--- config.mk ---
export PLATFORM = sky130hd
export DESIGN_NAME = frame_aligned_stream_mux
export DESIGN_NICKNAME = d
export VERILOG_FILES = /design/src/rtl/vision_stream_pkg.sv /design/src/rtl/stream_skid_buffer.sv /design/src/rtl/frame_aligned_stream_mux.sv
export SDC_FILE = /design/constraint.sdc
export NUM_CORES = 1
export LEC_CHECK = 0
export BUFFER_PORTS_ARGS = -buffer_cell sky130_fd_sc_hd__buf_2
export CORE_ASPECT_RATIO = 1.2
export CORE_MARGIN = 2
export CORE_UTILIZATION = 47
export CTS_CLUSTER_DIAMETER = 60
export DETAILED_ROUTE_END_ITERATION = 7
export GPL_TIMING_DRIVEN = 1
export HOLD_SLACK_MARGIN = 0.1
export MAX_ROUTING_LAYER = met4
export PLACE_DENSITY = 0.77
export SYNTH_ARGS = -nofsm -noshare
export SYNTH_HDL_FRONTEND = slang
export SYNTH_SLANG_ARGS = --single-unit
--- constraint.sdc ---
create_clock -name clk -period 2.9 [get_ports clk]
set_input_delay 0.29 -clock clk [delete_from_list [all_inputs] [get_ports clk]]
set_output_delay 0.29 -clock clk [all_outputs]
set_load 0.03 [all_outputs]
--- src/rtl/vision_stream_pkg.sv ---
// Shared types for the vision pixel-stream blocks: beat layout, mux FSM states and
// the default frame geometry.
package vision_stream_pkg;

  localparam int BEAT_DATA_W   = 30;
  localparam int FRAME_WIDTH   = 640;
  localparam int FRAME_HEIGHT  = 480;
  localparam int PIX_PER_FRAME = FRAME_WIDTH * FRAME_HEIGHT;

  typedef struct packed {
    logic [BEAT_DATA_W-1:0] data;
    logic                   sop;
    logic                   eop;
  } st_beat_t;

  typedef enum logic {
    SEEK,
    STREAM
  } mux_state_t;

  function automatic int pix_per_frame(input int w, input int h);
    return w * h;
  endfunction

endpackage

--- src/rtl/stream_skid_buffer.sv ---
// Two-entry Avalon-ST register slice. in_ready comes straight from a flop, so there is
// no combinational path from out_ready back to in_ready.
module stream_skid_buffer #(
  parameter int W = 32
) (
  input  logic         clk,
  input  logic         rst_n,
  input  logic         in_valid,
  output logic         in_ready,
  input  logic [W-1:0] in_data,
  output logic         out_valid,
  input  logic         out_ready,
  output logic [W-1:0] out_data
);

  logic [W-1:0] head_reg;
  logic [W-1:0] tail_reg;
  logic [1:0]   count_reg;
  logic         full_reg;
  logic         push;
  logic         pop;

  assign in_ready  = ~full_reg;
  assign out_valid = (count_reg != 2'd0);
  assign out_data  = head_reg;
  assign push      = in_valid & ~full_reg;
  assign pop       = out_valid & out_ready;

  always_ff @(posedge clk or negedge rst_n) begin
    if (!rst_n) begin
      head_reg  <= '0;
      tail_reg  <= '0;
      count_reg <= 2'd0;
      full_reg  <= 1'b0;
    end else begin
      case ({push, pop})
        2'b10: begin
          if (count_reg == 2'd0) head_reg <= in_data;
          else                   tail_reg <= in_data;
          count_reg <= count_reg + 2'd1;
          full_reg  <= (count_reg == 2'd1);
        end
        2'b01: begin
          head_reg  <= tail_reg;
          count_reg <= count_reg - 2'd1;
          full_reg  <= 1'b0;
        end
        // push and pop together only happens with exactly one entry held
        2'b11: head_reg <= in_data;
        default: ;
      endcase
    end
  end

endmodule

--- src/rtl/frame_aligned_stream_mux.sv ---
// N-input pixel stream selector that switches channel only between frames, checks
// each frame's length and drives a registered output through a skid buffer.
module frame_aligned_stream_mux
  import vision_stream_pkg::*;
#(
  parameter int NUM_CH          = 4,
  parameter int DATA_W          = 30,
  parameter int WIDTH           = 640,
  parameter int HEIGHT          = 480,
  parameter bit DROP_UNSELECTED = 1'b1
) (
  input  logic                      clk,
  input  logic                      rst_n,
  input  logic [$clog2(NUM_CH)-1:0] sel_i,
  input  logic [NUM_CH*DATA_W-1:0]  data_i,
  input  logic [NUM_CH-1:0]         startofpacket_i,
  input  logic [NUM_CH-1:0]         endofpacket_i,
  input  logic [NUM_CH-1:0]         valid_i,
  output logic [NUM_CH-1:0]         ready_o,
  output logic [DATA_W-1:0]         data_o,
  output logic                      startofpacket_o,
  output logic                      endofpacket_o,
  output logic                      valid_o,
  input  logic                      ready_i,
  output logic [$clog2(NUM_CH)-1:0] active_ch_o,
  output logic [15:0]               frame_count_o,
  output logic                      frame_err_o
);

  localparam int SEL_W     = $clog2(NUM_CH);
  localparam int FRAME_PIX = pix_per_frame(WIDTH, HEIGHT);
  localparam int CNT_W     = $clog2(FRAME_PIX + 1);
  localparam logic [CNT_W-1:0] LAST_CNT = CNT_W'(FRAME_PIX);
  localparam logic [CNT_W-1:0] PRE_LAST = CNT_W'(FRAME_PIX - 1);

  typedef struct packed {
    logic [DATA_W-1:0] data;
    logic              sop;
    logic              eop;
  } beat_t;

  mux_state_t        state_reg, state_next;
  logic [SEL_W-1:0]  pend_sel_reg, active_ch_reg, active_ch_next, sel_clamped;
  logic [CNT_W-1:0]  pix_cnt_reg, pix_cnt_next;
  logic [15:0]       frame_count_reg;
  logic              frame_err_reg;
  logic              count_inc, err_set;
  logic [DATA_W-1:0] ch_data [NUM_CH];
  logic              act_valid, act_sop, act_eop, act_ready;
  logic              accept, forward, truncated, overlong;
  beat_t             skid_in, skid_out;

  assign sel_clamped = ({1'b0, sel_i} > (SEL_W+1)'(NUM_CH - 1)) ? SEL_W'(NUM_CH - 1) : sel_i;

  generate
    for (genvar gi = 0; gi < NUM_CH; gi++) begin : g_ch
      assign ch_data[gi] = data_i[gi*DATA_W +: DATA_W];
      assign ready_o[gi] = (active_ch_reg == SEL_W'(gi)) ? act_ready : DROP_UNSELECTED;
    end
  endgenerate

  assign act_valid = valid_i[active_ch_reg];
  assign act_sop   = startofpacket_i[active_ch_reg];
  assign act_eop   = endofpacket_i[active_ch_reg];
  // The SOP that ends SEEK needs buffer space too, so both states honour skid_full.
  assign accept    = act_valid & act_ready;
  assign forward   = accept & ((state_reg == STREAM) | act_sop);
  assign truncated = act_sop & (state_reg == STREAM);
  assign overlong  = ~act_sop & (pix_cnt_reg == LAST_CNT);

  always_comb begin
    state_next     = state_reg;
    pix_cnt_next   = pix_cnt_reg;
    active_ch_next = active_ch_reg;
    count_inc      = 1'b0;
    err_set        = 1'b0;
    if (forward) begin
      if (act_sop) begin
        pix_cnt_next = CNT_W'(1);
        err_set      = truncated;
        state_next   = STREAM;
      end else if (!overlong) begin
        pix_cnt_next = pix_cnt_reg + CNT_W'(1);
        err_set      = ~act_eop & (pix_cnt_reg == PRE_LAST);
      end
      if (act_eop) begin
        state_next = SEEK;
        if ((pix_cnt_next == LAST_CNT) && !truncated && !overlong) count_inc = 1'b1;
        else                                                      err_set   = 1'b1;
      end
    end
    if (((state_reg == SEEK) && !forward) || (accept && act_eop))
      active_ch_next = pend_sel_reg;
  end

  always_ff @(posedge clk or negedge rst_n) begin
    if (!rst_n) begin
      state_reg       <= SEEK;
      pend_sel_reg    <= '0;
      active_ch_reg   <= '0;
      pix_cnt_reg     <= '0;
      frame_count_reg <= '0;
      frame_err_reg   <= 1'b0;
    end else begin
      state_reg     <= state_next;
      pend_sel_reg  <= sel_clamped;
      active_ch_reg <= active_ch_next;
      pix_cnt_reg   <= pix_cnt_next;
      frame_err_reg <= err_set;
      if (count_inc) frame_count_reg <= frame_count_reg + 16'd1;
    end
  end

  assign skid_in = '{data: ch_data[active_ch_reg], sop: act_sop, eop: act_eop};

  stream_skid_buffer #(
    .W(DATA_W + 2)
  ) u_skid (
    .clk      (clk),
    .rst_n    (rst_n),
    .in_valid (forward),
    .in_ready (act_ready),
    .in_data  (skid_in),
    .out_valid(valid_o),
    .out_ready(ready_i),
    .out_data (skid_out)
  );

  assign data_o          = skid_out.data;
  assign startofpacket_o = skid_out.sop;
  assign endofpacket_o   = skid_out.eop;
  assign active_ch_o     = active_ch_reg;
  assign frame_count_o   = frame_count_reg;
  assign frame_err_o     = frame_err_reg;

endmodule
Word level (Yosys, flattened, before mapping). Cells that the tools add are included.

Input port bits: 137. Bits in registers: 108.

Equal/unequal tests: 11. Reductions and logical operators: 17. Bitwise logic cells: 14. Add/sub/neg operators: 4. Order comparisons: 2. Mux-type cells: 30.

Operators with widths (number): $pmux 32 s3 (1); $bmux 30 s2 (1); $mux 30 (2); $eq 19x19->1 const B (3); $mux 19 (3); $mux 32 (1); $add 19x1->19 const B (1); $mux 1 (17); $add 16x1->16 const B (1); $eq 2x2->1 const B (4); $and 1x1->1 (7); $bmux 1 s2 (3); $eq 2x1->1 const B (3); $reduce_and 2->1 (3); $reduce_bool 2->1 (3); $not 1->1 (5); $logic_and 1x1->1 (4); $logic_not 2->1 (2); $pmux 2 s2 (1); $ge 3x3->1 const B (1); $logic_not 1->1 (3); $lt 2x3->1 const B (1); $not 2->3 (1); $reduce_bool 3->1 (1); other kinds (6) (6).

Depth between registers and ports, before layout. Gate-level depths: netlist of the first run.

Depth in word-level cells: 13. Gate-level depth with buffers: 11. Gate-level depth less buffers: 9.

Cells and area by module. Synthesis of the first run repeated with hierarchy kept, for this count alone.

Cells, all modules: 506. Area total of the unflattened synthesis: 6368.6 um2.

By module, submodules not included: frame_aligned_stream_mux (cells an instance 309, instances 1, area an instance 3367.0 um2, sequential area each 1026.0 um2); stream_skid_buffer (cells an instance 197, instances 1, area an instance 3001.6 um2, sequential area each 1676.6 um2).

Worst setup path after synthesis of the first run. OpenSTA, ideal clock, no wires.

Path type: register -> register. From: register active_ch_reg[0] (netlist: active_ch_o[0]). To: register u_skid.head_reg[3] (netlist: u_skid.out_data[3]). Library setup time: 0.132 ns. Slack: -0.180 ns. Arrival time: 2.947 ns. Stages on the path, launching flop included: 10. Clock period less this slack: 3.080 ns. Buffers on the path: 4. Cells stage by stage: dfrtp_1 -> buf_6 -> mux4_2 -> o21ai_1 -> buf_2 -> ha_1 -> clkbuf_1 -> clkbuf_1 -> mux2i_1 -> o21ai_1.

Longest elaborated chain between the ends: 8.

Ends and longest elaborated chain: from (decl) (line frame_aligned_stream_mux.sv:43) `logic [SEL_W-1:0] pend_sel_reg, active_ch_reg, active_ch_next, sel_clamped;`; from (signal assigned) (line frame_aligned_stream_mux.sv:107) `active_ch_reg <= active_ch_next;`; $bmux 1 s2 (on tied branches) (line frame_aligned_stream_mux.sv:62, frame_aligned_stream_mux.sv:63); $mux 1 (on tied branches) (line frame_aligned_stream_mux.sv:62, frame_aligned_stream_mux.sv:63); $and 1x1->1 / $or 1x1->1 (equally long branches) (line frame_aligned_stream_mux.sv:66, frame_aligned_stream_mux.sv:67); $and 1x1->1 (line frame_aligned_stream_mux.sv:67) `assign forward = accept & ((state_reg == STREAM) | act_sop);`; $and 1x1->1 (line stream_skid_buffer.sv:26) `assign push = in_valid & ~full_reg;`; $eq 2x2->1 / $eq 2x1->1 (equally long branches) (line stream_skid_buffer.sv:36) `case ({push, pop})`; $ne 2x1->1 (no source line) / $reduce_bool 3->1 (equally long branches); $reduce_and 2->1 (no source line); to (signal assigned) (line stream_skid_buffer.sv:38) `if (count_reg == 2'd0) head_reg <= in_data;`; to (signal assigned) (line stream_skid_buffer.sv:44) `head_reg <= tail_reg;`; to (signal assigned) (line stream_skid_buffer.sv:49) `2'b11: head_reg <= in_data;`; to (decl) (line stream_skid_buffer.sv:16) `logic [W-1:0] head_reg;`.

Parallel ways exist; a longest one is shown, timed or not. The select of a mux whose other input is x is not followed. A chain may end at the register's enable or synchronous reset.

Final worst setup path of the first run.
From: register active_ch_reg[0] (netlist: active_ch_o[0]). To: register u_skid.tail_reg[24].

Longest elaborated chain between the ends: 7.

Ends and longest elaborated chain: $bmux 1 s2 (on tied branches) (line frame_aligned_stream_mux.sv:62, frame_aligned_stream_mux.sv:63); $mux 1 (on tied branches) (line frame_aligned_stream_mux.sv:62, frame_aligned_stream_mux.sv:63); $and 1x1->1 / $or 1x1->1 (equally long branches) (line frame_aligned_stream_mux.sv:66, frame_aligned_stream_mux.sv:67); $and 1x1->1 (line frame_aligned_stream_mux.sv:67); $and 1x1->1 (line stream_skid_buffer.sv:26); $eq 2x2->1 (line stream_skid_buffer.sv:36); $reduce_and 2->1 (no source line); to (signal assigned) (line stream_skid_buffer.sv:39) `else tail_reg <= in_data;`; to (decl) (line stream_skid_buffer.sv:17) `logic [W-1:0] tail_reg;`.

Parallel ways exist; a longest one is shown, timed or not. The select of a mux whose other input is x is not followed.

==> results.cfg, run 1 <==
[power]
clockPowerShare_pct = 15.9
p_int_mw = 4.32
seqPwrFrac_pct = 32.0
combPwrFrac_pct = 52.1
ir_worst_vdd_mv = 0.635
power_density_nw_per_um2 = 965
power_switching_mw = 3.13
p_leak_nw = 3.51
swShare_pct = 42.0

[synthesis]
synth_seq_area_share_pct = 43.5
syn_area_um2 = 6210
syn_avg_cell_area_um2 = 11.3
async_flop_share_pct = 100
synth_edf_count = 0
synthFlopType = dfrtp_1
synth.most_common_cell = dfrtp_1
yosys-top-cells-count = dfrtp_1 (108), nand2_1 (62), o21ai_0 (52)
syn_nets = 694
ys_ff_latch = 108
synthCells = 550
synth_warnings = 0
synth_area_leaders = dfrtp_1 (44%), mux4_2 (12%), mux2_2 (6.2%)
synth_top_area_share_pct = 43.5
synth_cell_type_count = 59
yosysTopAreaCell = dfrtp_1

[critical_path]
r2r_end = u_skid.tail_reg[24]
startpoint = active_ch_o[0]
crit_path_end = u_skid.tail_reg[24]
worst_setup_path_end_kind = register
worst-path-max-fanout = 32
worst_r2r_path_depth = 7
worstPathArrival_ns = 2.94
start_kind = register
cp.required_ns = 3.13
reg2reg_slack_ns = 0.19
critical_path_class = reg2reg
timing.rr.start = active_ch_o[0]

[floorplanning]
initial_core_util_pct = 47.5
die_w_um = 109
rows = 46
die_height_um = 130
core_um2 = 13100
design.die.area_um2 = 14100
pin_count = 193

[global_route]
grt_antenna_before_repair = 0
grt_pass1_wl_um = 25500
use_met2_pct = 40.9
gr-max-usage-layer = met2
met3_usage_pct = 3.90
grt_max_degree = 55
met1_usage_pct = 29.2
grt_usage_pct = 24.1
grt_pass1_vias = 5153
grt_overflow = 0

[sta]
whs_ns = 0.370
setup_ws_ns = 0.189
setup_viol = 0
slew_violations = 0
fin_crit_sh_pct = 93.5
skew_ns = 0.00889
tightest_slew_ns = 0.939
setup_tns_ns = 0
period_needed_ns = 2.71
rsz0062_at_grt = false
max-slew-margin-rel_pct = 37.3
maxClockFrequency_ghz = 0.369
hold_viol_final = 0

[route]
viasPerCell = 5.57
wl_per_cell_um = 17.8
num_vias = 5063
ant_nets = 0
first_iter_violations = 217
firstDrtPassIters = 4
wl_um = 16100
drc = 0

[clocking]
cts.sinks = 108
clock_latency_ns = 0.35
path_clk_slew_ns = 0.07
cts-root-buf = clkbuf_16
cts_max_level = 3
cts_tree = built
post_cts_buffers = 0
cts_buffers = 9
clk_path_buf_depth = 2

[placed_design]
place_area_um2 = 7400
place_hpwl_um = 12300
place_ws_ns = 0.175
io_buffers = 192
gp_congestion = 0.905

[cells_and_area]
design_area_um2 = 7720
nets = 880
post_route_cells_drive_above_1_share_pct = 44.0
antenna_cells = 0
fin_util_pct = 59.1
syn_to_final_growth_pct = 24.3

[flow_run]
cap_violations = 0

[status]
outcome = completed

[min_path]
hp-class = in2async
==> through the flow <==
step / power (mW) / cells
global placement: 6.16 / 890
floorplan: 5.18 / 550
global route: 7.96 / 909
detailed placement: 6.32 / 890
finish: 7.45 / 909
CTS: 7.52 / 909
==> cell usage in the layout, fill, tap and decap left out, types with 3 or more instances in the layout <==
master | netlist | final
o21ai_0 | 52 | 52
buf_2 | 11 | 191
a31oi_1 | 5 | 5
xnor2_1 | 5 | 5
xor2_1 | 18 | 18
inv_1 | 8 | 8
dfrtp_1 | 108 | 107
nand2_1 | 62 | 62
nand4_1 | 14 | 14
and2_1 | 3 | 3
clkbuf_16 | 0 | 9
nor3_1 | 4 | 4
ha_1 | 7 | 6
nor3_2 | 12 | 12
o31ai_1 | 10 | 10
dlygate4sd3_1 | 0 | 3
mux2_2 | 34 | 34
nor4_1 | 4 | 4
mux2i_1 | 33 | 33
mux4_2 | 32 | 32
nand3b_1 | 3 | 3
and4_1 | 4 | 4
buf_4 | 2 | 23
nand3_1 | 16 | 16
nor2_1 | 13 | 13
a21oi_1 | 7 | 7
o21ai_1 | 6 | 6
and3_1 | 5 | 5
==> timing repair <==
action                                 in CTS  in global routing
endpoints found under the hold margin      17                  0
resized for setup                           0                  0
hold buffers                                3                  0
==> cell type report <==
type / count / area [um^2]
Clock buffer: 10 / 239
Clock inverter: 6 / 46.3
Fill cell: 1077 / 5350
Inverter: 10 / 37.5
Multi-Input combinational cell: 388 / 3280
Sequential cell: 108 / 2700
Tap cell: 168 / 210
Timing Repair Buffer: 219 / 1200
==> cells by family after synthesis <==
| group | after synthesis | synth area share (%) |
|---|---|---|
| adders and majority gates | 7 | 1.41 |
| muxes | 101 | 23.7 |
| buffers and inverters | 54 | 3.85 |
| xor gates and xnor gates | 23 | 3.25 |
| and+or+nand+nor | 161 | 14.7 |
| AOI/OAI and AO/OA | 96 | 9.59 |
| DFF | 108 | 43.5 |
==> how the worst min path moves through the flow <==
stage,start,to,slack [ns]
2_1_floorplan,rst_n,active_ch_o[0],-0.006
3_3_place_gp,rst_n,pix_cnt_reg[5],0.18
3_5_place_dp,rst_n,pix_cnt_reg[5],0.19
4_1_cts,rst_n,pix_cnt_reg[5],0.37
5_1_grt,rst_n,pix_cnt_reg[5],0.38
6_report,rst_n,pix_cnt_reg[5],0.37
==> layer usage <==
layer | up-vias | routed length (um)
met2 | 173 | 8340
met3 | 21 | 792
met4 | 0 | 307
met5 | - | 0
met1 | 2471 | 6700
li1 | 2398 | -
==> critical path, cell delays in order, from the launching register on <==
cell and delay (ns):
dfrtp_2 0.45, mux4_1 0.37, and2b_1 0.15, o21ai_1 0.13, inv_2 0.14, ha_1 0.16
nor2b_4 0.76, mux2_2 0.42
==> power by group through the flow <==
stage          combinational (mW)  clock [mW]  sequential (mW)
3_5_place_dp                 3.92           0             2.40
4_1_cts                      3.93        1.22             2.38
2_1_floorplan                2.42           0             2.76
3_3_place_gp                 3.79           0             2.37
5_1_grt                      4.23        1.28             2.45
6_report                     3.88        1.19             2.38
Power figures use the tool's default switching activity.
==> run 2, diff against run 1 <==
Settings changed: CORE_UTILIZATION 47 to 48, CTS_BUF_LIST from default to sky130_fd_sc_hd__clkbuf_8, PLACE_DENSITY 0.77 to 0.79.
==> run 2 against run 1 <==
Final cell count shrank 0.44%. Die area shrank 2.0%. Combinational power grew 2%. Sequential share of layout area grew 0.41 points. Fmax shrank 0.22%. Clock-buffer cell count shrank 1. Total power shrank 2.6%. First-iteration DRC count grew 32%. Critical path depth is the same.
==> results.cfg, run 2 (synthesis gave the netlist of run 1 again) <==
[global_route]
grt_antenna_before_repair = 0
grt_overflow = 0
grt_pass1_vias = 5376
grt_pass1_wl_um = 26700
grt_usage_pct = 25.4
grt_max_degree = 60

[cells_and_area]
design_area_um2 = 7630
nFillCells = 1044
layout_common_cells = buf_2 (191), dfrtp_1 (106), nand2_1 (62)
post_route_cells_drive_above_1_share_pct = 44.1
nets = 880
syn_to_final_growth_pct = 23.0
final_common_cell = buf_2
antenna_cells = 0

[floorplanning]
pin_count = 193
design.die.area_um2 = 13900
die_height_um = 129
die_w_um = 108
core_um2 = 12700
initial_core_util_pct = 49.0
rows = 45

[clocking]
clock_latency_ns = 0.37
post_cts_buffers = 0
path_clk_slew_ns = 0.10
cts_max_level = 3
cts_buffers = 9
cts.sinks = 108
cts_tree = built
cts_resized = 0
clk_path_buf_depth = 2
cts-root-buf = clkbuf_8

[power]
p_total_mw = 7.25
power_density_nw_per_um2 = 950
p_leak_nw = 3.47
ir_worst_vdd_mv = 0.779

[route]
ant_nets = 0
firstDrtPassIters = 4
wl_um = 16600
viasPerCell = 5.67
num_vias = 5135
drc = 0
wl_per_cell_um = 18.3
first_iter_violations = 286

[critical_path]
worstPathArrival_ns = 2.98
start_kind = register
cp_top_family = simple AND/OR/NAND/NOR gates
crit_slowest_cell = nor2b_4
cp_num_cells = 7
worst-path-max-fanout = 32
cp_num_buf_inv = 1
critical_path_class = reg2reg
worst_r2r_path_depth = 7
cp_cell_sequence = mux4_1 > and2b_1 > o21ai_1 > inv_2 > ha_1 > nor2b_4 > mux2_2
slowest_delay_ns = 0.78
cp.required_ns = 3.16
worst_setup_path_end_kind = register

[sta]
max-slew-margin-rel_pct = 35.1
slew_violations = 0
fin_crit_sh_pct = 93.7
skew_ns = 0.00742
hold_viol_final = 0
setup_viol = 0
period_needed_ns = 2.72
tightest_slew_ns = 0.972
rsz0062_at_grt = true
whs_ns = 0.384
maxClockFrequency_ghz = 0.368

[placed_design]
place_hpwl_um = 12300
io_buffers = 192
place_area_um2 = 7400
gp_congestion = 0.883

[flow_run]
cap_violations = 0

[min_path]
hp-class = in2reg
min_path_cells = 3

[status]
outcome = completed
## run 2: repair_timing
item / CTS / global route
hold buffers: 3 / 0
hold endpoints to repair: 51 / 0
setup endpoints to repair: 0 / 1
## run 2: per-layer routing
layer	global-route usage, %	up-vias	routed length [um]
met3	4.20	23	956
met1	30.9	2519	6850
li1	-	2404	-
met4	8.97	0	357
met5	-	-	0
met2	43.0	189	8420
## run 2: final timing paths
check	startpoint	endpoint	slack, ns
max	active_ch_o[0]	u_skid.tail_reg[22]	0.18
min	data_i[85]	u_skid.tail_reg[27]	0.38
max reg2reg	active_ch_o[0]	u_skid.tail_reg[22]	0.18
min reg2reg	frame_count_o[15]	frame_count_o[15]	0.47
max in group asynchronous	rst_n	pix_cnt_reg[9]	1.67
min in group asynchronous	rst_n	pix_cnt_reg[4]	0.47
## run 2: tightest hold or removal path: cells and delay by family
family   cells  cell delay [ns]
mux          2             0.37
buf+inv      1             0.07
## run 2: per-stage QoR
stage | utilization (%) | setup slack, ns | TNS [ns] | cells
floorplan | - | -0.180 | -5.30 | 550
global placement | 58.4 | 0.274 | 0 | 886
detailed placement | 58.4 | 0.209 | 0 | 886
CTS | 60.2 | 0.191 | 0 | 905
global route | 60.2 | -0.00645 | -0.00645 | 905
finish | 60.2 | 0.183 | 0 | 905
## run 2: cell type report
| class | count | area, um^2 | share of cell area [%] |
|---|---|---|---|
| clock buffer | 9 | 124 | 1.62 |
| clock inverter | 7 | 78.8 | 1.03 |
| inverter | 10 | 37.5 | 0.492 |
| multi-input combinational | 388 | 3280 | 43.0 |
| sequential | 108 | 2710 | 35.4 |
| tap | 164 | 205 | 2.69 |
| timing repair buffer | 219 | 1200 | 15.7 |
## run 2: power by group
group	total (mW)	switching (mW)	internal [mW]	leakage [nW]
sequential	2.37	0.320	2.05	1.37
clock	0.945	0.539	0.406	0.106
combinational	3.94	2.27	1.67	2.00
==> run 3, diff against run 2 <==
Settings changed: CORE_ASPECT_RATIO 1.2 to 0.8.
==> run 3 against run 2 <==
Clock skew up 0.0048 ns. Wire length down 3.3%. Sequential share of layout area shrank 0.052 points. Largest power group unchanged.
==> results.cfg, run 3 (synthesis gave the netlist of run 1 again) <==
[critical_path]
crit_slowest_cell = nor2b_4
cp.required_ns = 3.17
critical_path_class = reg2reg
cp_cell_sequence = mux4_1 > and2b_1 > o21ai_1 > inv_2 > ha_1 > nor2b_4 > mux2_2
slowest_delay_ns = 0.78
worstPathArrival_ns = 2.96
worst_setup_path_end_kind = register
worst-path-max-fanout = 32
start_kind = register

[cells_and_area]
design_area_um2 = 7640
antenna_cells = 0
final_common_cell = buf_2
post_route_cells_drive_above_1_share_pct = 43.8
nets = 877
syn_to_final_growth_pct = 23.1
nFillCells = 1042
layout_common_cells = buf_2 (191), dfrtp_1 (106), nand2_1 (62)
fin_util_pct = 60.0

[sta]
rsz0062_at_grt = false
whs_ns = 0.376
setup_tns_ns = 0
hold_viol_final = 0
maxClockFrequency_ghz = 0.372
skew_ns = 0.0122
fin_crit_sh_pct = 92.7
tightest_slew_ns = 0.953
period_needed_ns = 2.69
slew_violations = 0
max-slew-margin-rel_pct = 36.4
setup_viol = 0

[clocking]
cts.sinks = 108
clk_path_buf_depth = 2
cts-root-buf = clkbuf_8
holdBufCountCts = 3
path_clk_slew_ns = 0.10
cts_max_level = 3
cts_buffers = 9
cts_tree = built
cts_resized = 0
clock_latency_ns = 0.38
post_cts_buffers = 0

[route]
wl_um = 16000
first_iter_violations = 329
drc = 0
num_vias = 5097
ant_nets = 0
firstDrtPassIters = 5
viasPerCell = 5.58
wl_per_cell_um = 17.6

[power]
p_leak_nw = 3.47
ir_worst_vdd_mv = 0.423
p_total_mw = 7.26
power_density_nw_per_um2 = 950

[placed_design]
io_buffers = 192
place_hpwl_um = 11900
place_area_um2 = 7400
gp_congestion = 0.914

[global_route]
grt_usage_pct = 24.3
grt_pass1_wl_um = 26000
grt_max_degree = 78
grt_antenna_before_repair = 0
grt_overflow = 0
grt_pass1_vias = 5091

[floorplanning]
die_height_um = 106
pin_count = 193
design.die.area_um2 = 13900
core_um2 = 12700
rows = 37
initial_core_util_pct = 48.8
die_w_um = 131

[flow_run]
cap_violations = 0

[status]
outcome = completed

[min_path]
hp-class = in2reg
==> run 3: cell count changes in the layout (fill, tap and decap cells not counted), moves of 2 or more <==
cell / delta
clkinv_4: -2
clkinv_2: -2
clkbuf_8: +2
buf_4: -4
==> run 3: final timing paths <==
kind	slack [ns]	start	to	cells after the start
worst max-delay path	0.21	active_ch_o[0]	u_skid.tail_reg[19]	7
min in group asynchronous	0.40	rst_n	pend_sel_reg[0]	2
worst min register to register	0.48	u_skid.out_data[21]	u_skid.out_data[21]	2
worst max register to register	0.21	active_ch_o[0]	u_skid.tail_reg[19]	7
max in group asynchronous	1.77	rst_n	u_skid.tail_reg[7]	3
worst min-delay path	0.38	data_i[18]	u_skid.tail_reg[20]	3
==> run 3: final cells by class <==
| class | count | area, um^2 | area share (%) |
|---|---|---|---|
| multi-input combinational | 388 | 3280 | 43.0 |
| clock inverter | 5 | 58.8 | 0.769 |
| tap | 175 | 219 | 2.86 |
| timing repair buffer | 216 | 1190 | 15.6 |
| clock buffer | 11 | 151 | 1.98 |
| sequential | 108 | 2710 | 35.4 |
| inverter | 10 | 37.5 | 0.491 |
==> run 3: metrics by stage <==
stage               instances  worst slack (ns)
floorplan                 550            -0.180
global placement          894             0.270
detailed placement        894             0.202
CTS                       913             0.177
global route              913            0.0735
finish                    913             0.213
==> run 3: power by group <==
group / total (mW) / switching [mW] / internal, mW / leakage, nW
clock network: 0.983 / 0.531 / 0.452 / 0.113
logic: 3.91 / 2.24 / 1.67 / 1.99
registers: 2.36 / 0.318 / 2.05 / 1.37
==> run 3: critical path, delay by kind of cell (launching register included) <==
kind | cells | cell delay (ns)
AOI/OAI and AO/OA | 1 | 0.09
muxes | 2 | 0.80
adders and majority gates | 1 | 0.17
and+or+nand+nor | 2 | 0.93
DFF | 1 | 0.47
buffers and inverters | 1 | 0.12
==> run 3: routing by layer <==
layer  track usage (%)  up-vias  part of all wire (%)  wire length [um]
li1                  -     2390                     -                 -
met1              31.7     2506                    44              7060
met2              39.1      177                    48              7750
met3              4.47       24                   5.7               917
met4              7.45        0                   1.8               292
met5                 -        -                     0                 0
